$ cat src/rtl/cordic_cos_range_reduce.sv
// Range reduction front-end for the CORDIC cosine core: folds an IEEE-754 single angle
// into [0, pi/2] as Q1.20, with a negate flag for the downstream sign fix-up.
module cordic_cos_range_reduce #(
  parameter int unsigned MAX_EXP = 9
) (
  input  logic        clk,
  input  logic        reset,
  input  logic        in_valid_i,
  output logic        in_ready_o,
  input  logic [31:0] in_float_i,
  output logic        out_valid_o,
  output logic [21:0] angle_out_o,
  output logic        negate_o,
  output logic        err_o
);

  // Residue is unsigned Q10.24.
  localparam logic [33:0] TwoPi  = 34'd105414357;
  localparam logic [33:0] Pi     = 34'd52707179;
  localparam logic [33:0] PiHalf = 34'd26353589;
  localparam logic [3:0]  KStart = 4'(MAX_EXP - 2);

  typedef enum logic [2:0] {
    StIdle,
    StAlign,
    StReduce,
    StFold2Pi,
    StFoldPi,
    StDone
  } state_e;

  state_e      state_q, state_d;
  logic [30:0] mag_q, mag_d;
  logic [33:0] r_q, r_d;
  logic [3:0]  k_q, k_d;
  logic [21:0] angle_q, angle_d;
  logic        negate_q, negate_d;
  logic        err_q, err_d;

  logic [7:0]  exp_b;
  int          exp_i;
  logic [33:0] mant;
  logic [33:0] sub;

  // cos is even, so the sign bit never matters.
  logic unused_sign;
  assign unused_sign = in_float_i[31];

  assign exp_b = mag_q[30:23];
  assign exp_i = int'(exp_b) - 127;
  assign mant  = {10'd0, 1'b1, mag_q[22:0]};
  assign sub   = TwoPi << k_q;

  always_comb begin
    state_d  = state_q;
    mag_d    = mag_q;
    r_d      = r_q;
    k_d      = k_q;
    angle_d  = angle_q;
    negate_d = negate_q;
    err_d    = err_q;
    unique case (state_q)
      StIdle: begin
        if (in_valid_i) begin
          mag_d   = in_float_i[30:0];
          state_d = StAlign;
        end
      end
      StAlign: begin
        if (exp_b == 8'hff || exp_i > int'(MAX_EXP)) begin
          angle_d  = '0;
          negate_d = 1'b0;
          err_d    = 1'b1;
          state_d  = StDone;
        end else begin
          // Denormals flush to zero; tiny angles shift out entirely.
          if (exp_b == 8'h00 || exp_i < -25) begin
            r_d = '0;
          end else if (exp_i >= -1) begin
            r_d = mant << 5'(exp_i + 1);
          end else begin
            r_d = mant >> 5'(-(exp_i + 1));
          end
          k_d     = KStart;
          state_d = StReduce;
        end
      end
      StReduce: begin
        if (r_q >= sub) begin
          r_d = r_q - sub;
        end
        if (k_q == 4'd0) begin
          state_d = StFold2Pi;
        end else begin
          k_d = k_q - 4'd1;
        end
      end
      StFold2Pi: begin
        if (r_q > Pi) begin
          r_d = TwoPi - r_q;
        end
        state_d = StFoldPi;
      end
      StFoldPi: begin
        // Drop 4 guard bits going from Q.24 to Q1.20.
        if (r_q > PiHalf) begin
          angle_d  = {1'b0, 21'((Pi - r_q) >> 4)};
          negate_d = 1'b1;
        end else begin
          angle_d  = {1'b0, r_q[24:4]};
          negate_d = 1'b0;
        end
        err_d   = 1'b0;
        state_d = StDone;
      end
      StDone: begin
        state_d = StIdle;
      end
      default: begin
        state_d = StIdle;
      end
    endcase
  end

  always_ff @(posedge clk) begin
    if (reset) begin
      state_q  <= StIdle;
      mag_q    <= '0;
      r_q      <= '0;
      k_q      <= '0;
      angle_q  <= '0;
      negate_q <= 1'b0;
      err_q    <= 1'b0;
    end else begin
      state_q  <= state_d;
      mag_q    <= mag_d;
      r_q      <= r_d;
      k_q      <= k_d;
      angle_q  <= angle_d;
      negate_q <= negate_d;
      err_q    <= err_d;
    end
  end

  assign in_ready_o  = (state_q == StIdle);
  assign out_valid_o = (state_q == StDone);
  assign angle_out_o = angle_q;
  assign negate_o    = negate_q;
  assign err_o       = err_q;

endmodule
$ cat config.mk
export PLATFORM = sky130hd
export DESIGN_NAME = cordic_cos_range_reduce
export DESIGN_NICKNAME = d
export VERILOG_FILES = /design/src/rtl/cordic_cos_range_reduce.sv
export SDC_FILE = /design/constraint.sdc
export NUM_CORES = 1
export LEC_CHECK = 0
export CORE_MARGIN = 2
export CORE_UTILIZATION = 45
export CTS_CLUSTER_DIAMETER = 100
export DETAILED_ROUTE_END_ITERATION = 6
export DONT_BUFFER_PORTS = 1
export PLACE_DENSITY = 0.6
export SYNTH_ARGS = -nofsm -noshare
export SYNTH_HDL_FRONTEND = slang
export SYNTH_SLANG_ARGS = --single-unit
export TNS_END_PERCENT = 10
$ cat constraint.sdc
create_clock -name clk -period 3.6 [get_ports clk]
set_clock_uncertainty 0.1 [all_clocks]
set_input_delay 0.72 -clock clk [delete_from_list [all_inputs] [get_ports clk]]
set_output_delay 0.72 -clock clk [all_outputs]
set_load 0.02 [all_outputs]
* Yosys cells after proc, flatten, opt, wreduce, memory -nomap -nowiden
Cells that the tools add are included.
** Word-level totals
- Word-level logic and storage cells :: 70
- Input bits :: 35
- Bits in registers :: 96
- Output and inout bits :: 26
** Cells by class
- Add/sub/neg operators :: 7
- Muxes and demuxes :: 21
- Eq/ne operators :: 13
- Reduce and logical (&&, ||, !) cells :: 13
- Shift-type cells :: 3
- Magnitude comparators :: 6
** Operators with widths (count)
- two-way mux 34 bit :: 5
- case mux 34 bit (3 select lines) :: 1
- case mux 22 bit (2 select lines) :: 1
- greater-or-equal comparator 34 bit :: 1
- greater-than comparator 34 x 25 -> 1 bit (second input constant) :: 1
- greater-than comparator 34 x 26 -> 1 bit (second input constant) :: 1
- << shifter 24 x 5 -> 34 bit :: 1
- << shifter 27 x 4 -> 34 bit (first input constant) :: 1
- right shift 24 x 5 -> 34 bit :: 1
- subtractor 27 x 34 -> 34 bit (first input constant) :: 1
- subtractor 34 bit :: 1
- subtractor 25 bit (first input constant) :: 1
- two-way mux 22 bit :: 1
- two-way mux 21 bit :: 1
- case mux 3 bit (5 select lines) :: 1
- != test 2 bit (second input constant) :: 7
- greater-or-equal comparator 9 x 1 -> 1 bit (second input constant) :: 1
- greater-than comparator 9 x 5 -> 1 bit (second input constant) :: 1
- less-than comparator 9 x 6 -> 1 bit (second input constant) :: 1
- two-way mux 3 bit :: 3
- subtractor 8 x 7 -> 9 bit (second input constant) :: 1
- == test 8 bit (second input constant) :: 1
- logical NOT 8 bit :: 1
- two-way mux 4 bit :: 2
- 17 further kinds :: 26

* Depth between registers and ports, before layout
Gate-level depths: netlist of the first run.
- Word-level depth :: 8
- Mapped depth :: 20
- Gate-level depth less buffers :: 16

* Least setup slack after synthesis of the first run
No wires, ideal clock.
- Path kind :: register to register
- Start :: register k_q[0]
- End :: register r_q[31]
- Clock period less this slack :: 3.748 ns
- Data arrival time :: 3.530 ns
- Setup slack :: -0.148 ns
- Cell stages (with the launch flop) :: 17
- Path buffers :: 3
- Cells stage by stage :: dfxtp_1 inv_1 ha_1 nor2b_1 a21oi_1 nor2_1 a21oi_1 ha_1 clkbuf_1 nand4_1 nor3_1 or4_1 a211o_1 o211a_1 buf_6 buf_6 o221a_1
** On the way
- Word-level cells in the longest chain between the ends :: 4
- Elaborated cells on any way between the ends :: 7
** Ends and longest elaborated chain
- start, declared :: RTL line 35 : logic [3:0] k_q, k_d;
- start signal, assigned :: RTL line 138 : k_q <= k_d;
- << shifter 27 x 4 -> 34 bit * :: RTL line 52 : assign sub = TwoPi << k_q;
- subtractor 34 bit / greater-or-equal comparator 34 bit (equally long branches) :: RTL line 90, 89
- two-way mux 34 bit / != test 2 bit (equally long branches)
- case mux 34 bit (3 select lines) / AND reduction 4 bit (equally long branches)
- end signal, assigned :: RTL line 137 : r_q <= r_d;
- end, declared :: RTL line 34 : logic [33:0] r_q, r_d;
Every way passes the cells marked *; elsewhere a longest branch is shown, timed or not. The select of a mux whose other input is x is not followed.
A chain may end at the register's enable or synchronous reset.

* Worst setup path after layout of the first run
- Start :: register k_q[1]
- End :: register r_q[23]
The elaborated chain is that of the path after synthesis.

==> reports/qor.csv, run 1 <==
metric,value,unit
status,completed,
"commonest non-fill, non-tap cell in the layout",nand2_1,
share of the synthesized area in the top cell type,0.1716,
Fmax achieved,282.9,MHz
r2r worst-path depth,17,
clk buf depth,2,
Post-synth EDFFs,0,
nature of the critical path startpoint,flop,
port bufs,0,
antenna cells,0,
Hold Crit Class,input pin to flop,
Max-slew headroom,0.3786,
Root Buffer,clkbuf_16,
hold depth,1,
top_reg_cell synth,dfxtp_1,
Worst-Skew Late Latency,0.37,ns
# nets final,1626,
Worst-path clk slew,0.08,ns
initial antenna violation count,0,
Mapped Nets,1561,
die height,160.9,µm
via-per-instance ratio,6.202,
Initial Util,0.4570,
first-pass GRT wire length,61070,µm
number of buffers created by CTS,9,
total length of routed wires,39430,µm
Post-synth ARST share,0,
chip width,160.9,µm
per-cell routed wire length,21.08,µm
sequential share of the synthesized area,0.1716,
Final HPWL DP,30600,µm
setup violators final,0,
Max Cap Viol,0,
Final Hold Viols,0,
core area,24250,µm²
Power Density,634.6,nW/µm²
crit share post-route,0.9818,
worst slew pin tran,0.9250,ns
"area leader, netlist",dfxtp_1,
maximum VDD drop,0.2746,mV
number of detailed-route iterations in the first pass,6,
leakage power,4.954,nW
vias,11600,
row count,57,
mapped cell area,11080,µm²
pin count of the biggest net entering global routing,63,
post-synth cell types,99,
"commonest non-fill, non-tap cells in the layout","nand2_1, buf_4, a21oi_1",
I/O pin cnt,61,
WS Path Type,flop to flop,
global route overflow,0,
share of post-route cells with drive strength above 1,0.2432,
syn avg cell area,7.507,µm²
residual DRC count,0,
"Max FO, Critical Path",5,
CTS sink count,95,
hold_ws,0.3242,ns
CTS tree,built,
number of global-route vias before repair,10720,
gp weighted congestion,0.9600,
fin crit period,3.535,ns
Hold Buf Count CTS,0,
setup_tns,0,ns
Syn-to-layout area delta,18.87,%
CP required,3.74,ns
Setup WS pre-CTS,-0.1662,ns
Total GRT Usage,0.2978,
Post-Syn Instances,1476,
most area-consuming cells after synthesis,"dfxtp_1, mux4_2, nand2_1, a21oi_1, ha_1",
die footprint,25900,µm²
setup ws final,0.06548,ns
Setup crit end kind,flop,
YS warnings,0,
fin. max-slew vios,0,
Max H-tree Level,3,
RSZ-0062 raised after global routing,true,
initial drt markers,1041,
Yosys reg bits,95,
Routed Antenna Nets,0,
arrival time at the worst endpoint,3.68,ns
FILL cells,2400,
==> routing by layer <==
metal | track usage | vias to the layer above | part of all wire | routed length, µm
met5 | 0 | - | 0 | 0
met3 | 0.03022 | 74 | 0.054 | 2130
met4 | 0.09984 | 0 | 0.036 | 1401
li1 | - | 5577 | - | -
met1 | 0.4076 | 5546 | 0.45 | 17620
met2 | 0.4920 | 400 | 0.46 | 18280
==> registers in the layout, summed over array words and instances, names as in the netlist <==
| signal | flops |
|---|---|
| angle_out_o | 21 |
| mag_q | 31 |
| r_q | 34 |
| k_q | 4 |
| negate_o | 1 |
| err_o | 1 |
| state_q | 3 |
==> power by group <==
part	switching (W)	internal, W
Combinational	0.00324	0.00256
Clock	0.000529	0.000565
Sequential	0.000286	0.00119
Total	0.00405	0.00431
==> repair_timing <==
item	in CTS	in global routing
pin swaps	5	35
setup endpoints to repair	32	34
setup buffers	1	8
gates cloned	0	2
resized for setup	21	96
==> logic make-up after synthesis <==
logic type,after synthesis,synth area share
AND/OR/NAND/NOR,506,0.2113
AO/OA/AOI/OAI,489,0.2939
buffers and inverters,164,0.07012
flip-flops,95,0.1716
multiplexers,86,0.1223
XOR/XNOR,85,0.07328
adder cells (fa/ha/maj),50,0.05714
other,1,0.0003384
==> path summary, 6_finish.rpt <==
| path | slack, ns | from | endpoint |
|---|---|---|---|
| worst max-delay path | 0.07 | k_q[1]$_SDFFE_PP0P_ | r_q[23]$_SDFFE_PP0P_ |
| worst min-delay path | 0.32 | reset | err_o$_SDFFE_PP0P_ |
| worst max register to register | 0.07 | k_q[1]$_SDFFE_PP0P_ | r_q[23]$_SDFFE_PP0P_ |
| worst min register to register | 0.43 | mag_q[22]$_SDFFE_PP0P_ | mag_q[22]$_SDFFE_PP0P_ |
==> critical path, cell delays in order, from the launching register on <==
cell	delay, ns
dfxtp_4	0.38
inv_4	0.05
ha_4	0.25
nor2b_4	0.20
a21oi_2	0.06
inv_1	0.13
o21ai_1	0.10
ha_1	0.38
a21oi_2	0.17
o211ai_1	0.17
a311o_1	0.30
a21oi_1	0.14
buf_4	0.16
o21bai_4	0.10
a21o_1	0.18
a21oi_1	0.16
mux2i_1	0.26
a31oi_1	0.11
==> through the flow <==
step	util	area [µm²]	total power, W	instances
2_1_floorplan	-	11110	0.004725	1476
5_1_grt	0.5432	13170	0.008857	1870
3_3_place_gp	0.5070	12290	0.006680	1842
3_5_place_dp	0.5070	12290	0.006721	1842
6_report	0.5432	13170	0.008358	1870
4_1_cts	0.5232	12690	0.007890	1859
==> layout make-up <==
cell class	instances	area (µm²)	share of cell area
tap	324	405.4	0.03078
multi-input combinational	1217	8828	0.6703
timing repair buffer	183	1570	0.1192
clock inverter	7	97.59	0.007410
inverter	35	133.9	0.01016
clock buffer	9	225.2	0.01710
sequential	95	1911	0.1451
==> Yosys cell counts (all sizes together) (39+ instances only) <==
| library cell | number |
|---|---|
| ha | 49 |
| nand2 | 206 |
| mux2i | 39 |
| buf | 63 |
| xnor2 | 61 |
| a211oi | 40 |
| nor3 | 40 |
| nor2 | 125 |
| o21ai | 98 |
| clkbuf | 66 |
| dfxtp | 95 |
| a21oi | 154 |
Power figures use the tool's default switching activity.
==> inputs of run 2 (changes only) <==
--- a/config.mk
+++ b/config.mk
@@ -5,12 +5,15 @@
 export SDC_FILE = /design/constraint.sdc
 export NUM_CORES = 1
 export LEC_CHECK = 0
+export ABC_AREA = 1
+export ABC_CLOCK_PERIOD_IN_PS = 3600
 export CORE_MARGIN = 2
 export CORE_UTILIZATION = 45
 export CTS_CLUSTER_DIAMETER = 100
 export DETAILED_ROUTE_END_ITERATION = 6
 export DONT_BUFFER_PORTS = 1
 export PLACE_DENSITY = 0.6
+export SETUP_SLACK_MARGIN = 0.3
 export SYNTH_ARGS = -nofsm -noshare
 export SYNTH_HDL_FRONTEND = slang
 export SYNTH_SLANG_ARGS = --single-unit
==> run 2 against run 1 <==
Effect of this change:
- non-clock buffer count is 51 lower
- die area rose by 8.9%
- sequential share of layout area down 1.0 points
- critical path depth is 5 higher
==> reports/qor.csv, run 2 <==
metric,value,unit,change
port bufs,0,,unchanged
CTS sink count,95,,unchanged
CTS tree,built,,unchanged
CP required,3.79,ns,was 3.74 ns
reg-to-reg critical path endpoint,r_q[7]$_SDFFE_PP0P_,,was r_q[23]$_SDFFE_PP0P_
nature of the critical path startpoint,flop,,unchanged
Routed Antenna Nets,0,,unchanged
HP Start,reset,,unchanged
Worst-path clk slew,0.08,ns,about the same
Post-synth ARST share,0,,unchanged
"commonest non-fill, non-tap cells in the layout","nand2_1, nand3_1, inv_1",,"was nand2_1, buf_4, a21oi_1"
Root Buffer,clkbuf_16,,unchanged
total length of routed wires,49650,µm,"was 39,430 µm"
met1 wire length,20610,µm,"was 17,620 µm"
I/O pin cnt,61,,unchanged
FILL cells,2852,,"was 2,400"
post-layout util,0.5328,,was 0.5432
Mapped Nets,2330,,"was 1,561"
Final Hold Viols,0,,unchanged
arrival time at the worst endpoint,3.48,ns,was 3.68 ns
r2r worst-path depth,22,,was 17
vias,15160,,was 11.60k
initial drt markers,1447,,"was 1,041"
setup violators final,0,,unchanged
clk buf depth,2,,unchanged
mapped cell area,12090,µm²,"was 11,080 µm²"
setup_tns,0,ns,unchanged
Post-synth EDFFs,0,,unchanged
Yosys reg bits,95,,unchanged
per-cell routed wire length,18.91,µm,was 21.08 µm
core area,26650,µm²,"was 24,250 µm²"
fin. max-slew vios,0,,unchanged
global route overflow,0,,unchanged
gp weighted congestion,1.003,,was 0.9600
"commonest non-fill, non-tap cell in the layout",nand2_1,,unchanged
metal2 WL,22900,µm,"was 18,280 µm"
top post-synthesis cells by count,"nand2_1, nand3_1, o21ai_0, inv_1, nor2_1",,"was nand2_1, a21oi_1, nor2_1, dfxtp_1, o21ai_0"
sequential share of the synthesized area,0.1573,,was 0.1716
crit share post-route,0.9155,,was 0.9818
antenna cells,0,,unchanged
Final HPWL DP,38610,µm,"was 30,600 µm"
status,completed,,unchanged
max reg flops,34,,unchanged
row count,60,,was 57
Initial Util,0.4538,,was 0.4570
via-per-instance ratio,5.773,,was 6.202
crit path capture,r_q[7]$_SDFFE_PP0P_,,was r_q[23]$_SDFFE_PP0P_
first-pass GRT wire length,75100,µm,"was 61,070 µm"
Max Cap Viol,0,,unchanged
number of buffers created by CTS,9,,unchanged
syn avg cell area,5.387,µm²,was 7.507 µm²
Setup crit end kind,flop,,unchanged
chip width,167.9,µm,was 160.9 µm
Worst-Skew Late Latency,0.37,ns,about the same
initial antenna violation count,0,,unchanged
post-synth cell types,49,,was 99
worst slew pin tran,0.8827,ns,was 0.9250 ns
Max H-tree Level,3,,unchanged
share of the synthesized area in the top cell type,0.2098,,was 0.1716
die footprint,28200,µm²,"was 25,900 µm²"
Critical Path Source,k_q[0]$_SDFFE_PP0P_,,was k_q[1]$_SDFFE_PP0P_
Fmax achieved,303.4,MHz,was 282.9 MHz
Met3 Routed Length,3287,µm,was 2130 µm
number of detailed-route iterations in the first pass,6,,unchanged
Max-slew headroom,0.4109,,was 0.3786
Worst R2R Setup Slack,0.30,ns,was 0.07 ns
Hold Crit Class,input pin to flop,,unchanged
DR top layer,met4,,unchanged
number of global-route vias before repair,13710,,was 10.72k
# nets final,2366,,"was 1,626"
setup ws final,0.3043,ns,was 0.06548 ns
YS warnings,0,,unchanged
Syn-to-layout area delta,17.40,%,was 18.87%
"Max FO, Critical Path",8,,was 5
fin crit period,3.296,ns,was 3.535 ns
top_reg_cell synth,dfxtp_1,,unchanged
Setup WS pre-CTS,0.1103,ns,was -0.1662 ns
die height,167.9,µm,was 160.9 µm
residual DRC count,0,,unchanged
RSZ-0062 raised after global routing,true,,unchanged
most area-consuming cells after synthesis,"nand2_1, dfxtp_1, nand3_1, o21ai_0, a21oi_1",,"was dfxtp_1, mux4_2, nand2_1, a21oi_1, ha_1"
top-count cell post-synth,nand2_1,,unchanged
r2r startpoint,k_q[0]$_SDFFE_PP0P_,,was k_q[1]$_SDFFE_PP0P_
WS Path Type,flop to flop,,unchanged
pin count of the biggest net entering global routing,72,,was 63
share of post-route cells with drive strength above 1,0.1510,,was 0.2432
Total GRT Usage,0.3407,,was 0.2978
Top reg by flops,r_q,,unchanged
"area leader, netlist",nand2_1,,was dfxtp_1
Post-Syn Instances,2245,,"was 1,476"
==> run 2: cell count changes after synthesis, sizes merged, moves of 57 or more <==
cell,delta
nand3,+231
nor2,+93
nand2,+487
xnor2,-57
o21ai,+144
inv,+186
==> run 2: logic make-up after synthesis <==
group,share of synthesized area
and+or+nand+nor,0.4469
AOI/OAI and AO/OA,0.2127
buffers and inverters,0.1144
DFF,0.1573
adders and majority gates,0.05235
xor gates and xnor gates,0.01521
other,0.0003101
muxes,0.0008277
==> run 2: worst min path at each step <==
stage                                         to  slack, ns  cells after the start
after global routing         k_q[0]$_SDFFE_PP0P_       0.31                      1
after floorplan           mag_q[27]$_SDFFE_PP0P_       0.34                      2
after CTS                    k_q[0]$_SDFFE_PP0P_       0.31                      1
after detailed placement   mag_q[1]$_SDFFE_PP0P_       0.36                      2
final                        k_q[0]$_SDFFE_PP0P_       0.31                      1
after global placement     mag_q[1]$_SDFFE_PP0P_       0.36                      2
==> run 2: cell type report <==
| class | count | area, µm² | area share |
|---|---|---|---|
| clock inverters | 5 | 65.06 | 0.004582 |
| flip-flops and latches | 95 | 1914 | 0.1348 |
| multi-input cells | 1819 | 9530 | 0.6712 |
| well taps | 341 | 426.7 | 0.03005 |
| inverters | 223 | 859.6 | 0.06054 |
| repair buffers | 132 | 1166 | 0.08213 |
| repair inverters | 1 | 7.507 | 0.0005287 |
| clock buffers | 10 | 229.0 | 0.01613 |
==> run 2: metrics by stage <==
| stage | hold WS, ns | area [µm²] | std cells |
|---|---|---|---|
| detailed placement | 0.3639 | 12600 | 2555 |
| finish | 0.3118 | 14200 | 2626 |
| CTS | 0.3114 | 13450 | 2603 |
| floorplan | 0.3407 | 12090 | 2245 |
| global placement | 0.3581 | 12600 | 2555 |
| global route | 0.3116 | 14200 | 2626 |
==> run 2: repair_timing <==
| action | in CTS | in global routing |
|---|---|---|
| hold buffers | 0 | 0 |
| pin swaps | 21 | 50 |
| gates cloned | 3 | 2 |
| gates resized for setup | 68 | 162 |
| setup buffers | 30 | 21 |
| hold endpoints to repair | 0 | 0 |
| setup endpoints to repair | 34 | 34 |
==> run 2: worst max-delay path: stages (launching register included) <==
cell      delay (ns)
dfxtp_4         0.39
buf_8           0.14
ha_4            0.15
inv_2           0.05
nor2_4          0.15
a21oi_2         0.06
nand2_1         0.06
o311ai_0        0.13
ha_1            0.38
nand2_4         0.09
o21ai_2         0.18
nand4_1         0.12
nand2_1         0.11
a21oi_2         0.05
nand2_2         0.09
buf_12          0.12
nand2_4         0.05
nor2_4          0.18
buf_6           0.15
buf_12          0.10
buf_16          0.13
o21ai_1         0.06
a21oi_1         0.15
==> run 2: layer usage <==
| metal | vias to the layer above | track usage |
|---|---|---|
| li1 | 7492 | - |
| met1 | 6931 | 0.4296 |
| met2 | 593 | 0.5690 |
| met3 | 144 | 0.04513 |
| met4 | 0 | 0.1762 |
| met5 | - | 0 |
Power of run 2 is not shown: default switching activity piles up to over one toggle a cycle in this logic, so the estimate is an artifact.
==> inputs of run 3 (changes only) <==
--- a/config.mk
+++ b/config.mk
@@ -11,8 +11,9 @@
 export CORE_UTILIZATION = 45
 export CTS_CLUSTER_DIAMETER = 100
 export DETAILED_ROUTE_END_ITERATION = 6
-export DONT_BUFFER_PORTS = 1
-export PLACE_DENSITY = 0.6
+export HOLD_SLACK_MARGIN = 0.02
+export PLACE_DENSITY = 0.63
+export RECOVER_POWER = 25
 export SETUP_SLACK_MARGIN = 0.3
 export SYNTH_ARGS = -nofsm -noshare
 export SYNTH_HDL_FRONTEND = slang
==> run 3 against run 2 <==
Effect of this change:
- the flow now finishes with violations (capacitance limit, slew limit)
- via count decreased by 1.0%
- worst hold slack improved by 0.052 ns
- clock-buffer cell count decreased by 1
- sequential share of layout area decreased by 0.14 points
- maximum frequency increased by 1.2%
- critical path depth decreased by 3
- critical path type unchanged
- largest cell class unchanged
==> reports/qor.csv, run 3 (synthesis results as in run 2) <==
metric,value,unit,change
CTS sink count,95,,unchanged
Top reg by flops,r_q,,unchanged
die height,167.9,µm,unchanged
total length of routed wires,48760,µm,"was 49,650 µm"
initial drt markers,1332,,"was 1,447"
setup_tns,0,ns,unchanged
"commonest non-fill, non-tap cells in the layout","nand2_1, nand3_1, inv_1",,unchanged
maximum VDD drop,0.5474,mV,
Hold Path Sink,angle_out_o[11]$_SDFFE_PP0P_,,was k_q[0]$_SDFFE_PP0P_
# nets final,2388,,"was 2,366"
Hold Crit Class,flop to flop,,was input pin to flop
Worst-path clk slew,0.08,ns,about the same
RSZ-0062 raised after global routing,true,,unchanged
Routed Antenna Nets,0,,unchanged
Comb pwr share,0.835,,
antenna cells,0,,unchanged
global route overflow,0,,unchanged
setup ws final,0.3421,ns,was 0.3043 ns
share of post-route cells with drive strength above 1,0.1287,,was 0.1510
"commonest non-fill, non-tap cell in the layout",nand2_1,,unchanged
setup violators final,0,,unchanged
I/O pin cnt,61,,unchanged
clk buf depth,2,,unchanged
residual DRC count,0,,unchanged
r2r worst-path depth,19,,was 22
Fmax achieved,306.9,MHz,was 303.4 MHz
gp weighted congestion,1.008,,was 1.003
CP bufs+invs,3,,was 6
die footprint,28200,µm²,unchanged
family with the most delay on the worst path,simple AND/OR/NAND/NOR gates,,unchanged
row count,60,,unchanged
Sequential Power Share,0.106,,
"Max FO, Critical Path",7,,was 8
pin count of the biggest net entering global routing,72,,unchanged
Root Buffer,clkbuf_16,,unchanged
clock share of power,0.059,,
arrival time at the worst endpoint,3.44,ns,was 3.48 ns
Net Switching,0.009902,W,
via-per-instance ratio,5.664,,was 5.773
CP required,3.79,ns,about the same
initial antenna violation count,1,,was 0
crit share post-route,0.9050,,was 0.9155
placed cells,2593,,"was 2,555"
per-cell routed wire length,18.41,µm,was 18.91 µm
FILL cells,2937,,"was 2,852"
number of buffers created by CTS,9,,unchanged
WS Path Type,flop to flop,,unchanged
number of global-route vias before repair,13160,,was 13.71k
Setup WS pre-CTS,0.08941,ns,was 0.1103 ns
Worst R2R Setup Slack,0.34,ns,was 0.30 ns
leakage power,6.368,nW,
Max H-tree Level,3,,unchanged
worst slew pin tran,1.574,ns,was 0.8827 ns
Total GRT Usage,0.3318,,was 0.3407
Post-Layout Cell Count,2649,,"was 2,626"
fin. max-slew vios,49,,was 0
status,"finished, violations left",,was completed
fin crit period,3.258,ns,was 3.296 ns
number of detailed-route iterations in the first pass,6,,unchanged
CTS tree,built,,unchanged
max reg flops,34,,unchanged
Net Sw Frac,0.5899,,
Int Power,0.006885,W,
Initial Util,0.4538,,unchanged
hold depth,2,,was 1
nature of the critical path startpoint,flop,,unchanged
reg-to-reg critical path endpoint,r_q[21]$_SDFFE_PP0P_,,was r_q[7]$_SDFFE_PP0P_
failing checks,"capacitance limit, slew limit",,
first-pass GRT wire length,72830,µm,"was 75,100 µm"
Setup crit end kind,flop,,unchanged
Final Hold Viols,0,,unchanged
r2r startpoint,k_q[0]$_SDFFE_PP0P_,,unchanged
HP Start,angle_out_o[11]$_SDFFE_PP0P_,,was reset
port bufs,58,,was 0
Power Density,1175,nW/µm²,
Final HPWL DP,38480,µm,"was 38,610 µm"
max incr delay on CP,0.39,ns,about the same
critical path's slowest cell,ha_1,,was dfxtp_4
CP cell instances,"buf_6, ha_2, inv_2, nor2_4, a21oi_1, nand2_1, o311ai_0, ha_1, nand2_2, nor2_2, nand2_1, nor2_2, a21oi_1, nand2_2, nand2_2, nor2_4, clkbuf_16, o21ai_1, a21oi_1",,"was buf_8, ha_4, inv_2, nor2_4, a21oi_2, nand2_1, o311ai_0, ha_1, nand2_4, o21ai_2, nand4_1, nand2_1, a21oi_2, nand2_2, buf_12, nand2_4, nor2_4, buf_6, buf_12, buf_16, o21ai_1, a21oi_1"
core area,26650,µm²,unchanged
Syn-to-layout area delta,18.09,%,was 17.40%
Worst-Skew Late Latency,0.37,ns,about the same
post-layout util,0.5359,,was 0.5328
vias,15010,,was 15.16k
Max Cap Viol,1,,was 0
Max-slew headroom,-0.04936,,was 0.4109
chip width,167.9,µm,unchanged
-- run 3: changes by cell type in the layout (fill, tap and decap cells not counted), moves of 7 or more --
cell,before,now
buf_4,112,84
clkdlybuf4s50_1,0,34
dlygate4sd3_1,0,23
nand2_1,649,658
nand2_4,11,4
nor2_2,13,22
nor2_4,20,12
-- run 3: power groups by stage --
stage	clock (W)	sequential, W	combinational [W]
2_1_floorplan	0	0.00162	0.00851
3_3_place_gp	0	0.00176	0.0117
3_5_place_dp	0	0.00176	0.0117
4_1_cts	0.00100	0.00174	0.0120
5_1_grt	0.00104	0.00180	0.0155
6_report	0.000991	0.00179	0.0140
-- run 3: tightest hold or removal path, cell delays in order (launching register included) --
cell and delay, ns:
dfxtp_1 0.31, nand2_1 0.06, a21oi_1 0.05
-- run 3: area by class of cell --
cell class                      instances  area (µm²)  area share
Inverter                              223       845.8     0.05922
Tap cell                              341       426.7     0.02987
Multi-Input combinational cell       1819        9423      0.6597
Timing Repair Buffer                  155        1394     0.09759
Clock buffer                            9       225.2     0.01577
Sequential cell                        95        1906      0.1334
Clock inverter                          7       62.56    0.004380
-- run 3: routing by layer --
layer,vias to the layer above,wire (µm),track usage
li1,7542,-,-
met1,6727,20280,0.4164
met2,586,22470,0.5629
met3,150,3043,0.03738
met4,0,2968,0.1686
met5,-,0,0
-- run 3: how the worst max path moves through the flow --
stage                                end  slack (ns)  cells past startpoint                start
finish              r_q[21]$_SDFFE_PP0P_        0.34                     19  k_q[0]$_SDFFE_PP0P_
global route        r_q[21]$_SDFFE_PP0P_        0.22                     21  k_q[0]$_SDFFE_PP0P_
CTS                  r_q[2]$_SDFFE_PP0P_        0.27                     19  k_q[1]$_SDFFE_PP0P_
detailed placement  r_q[30]$_SDFFE_PP0P_        0.09                     19  k_q[0]$_SDFFE_PP0P_
global placement    r_q[30]$_SDFFE_PP0P_        0.10                     19  k_q[0]$_SDFFE_PP0P_
floorplan           r_q[15]$_SDFFE_PP0P_        0.51                     20  k_q[0]$_SDFFE_PP0P_
-- run 3: per-stage QoR --
stage	hold WS (ns)	instance area, µm²	power, W
2_1_floorplan	0.3407	12090	0.01013
3_3_place_gp	0.3545	13010	0.01342
3_5_place_dp	0.3579	13010	0.01348
4_1_cts	0.3707	13380	0.01475
5_1_grt	0.3775	14280	0.01830
6_report	0.3641	14280	0.01679
-- run 3: timing repair --
action | CTS | global route
hold buffers | 0 | 0
cloned | 0 | 4
endpoints found under the setup margin | 34 | 34
resized for setup | 17 | 166
setup buffers | 6 | 30
pin swaps | 6 | 35
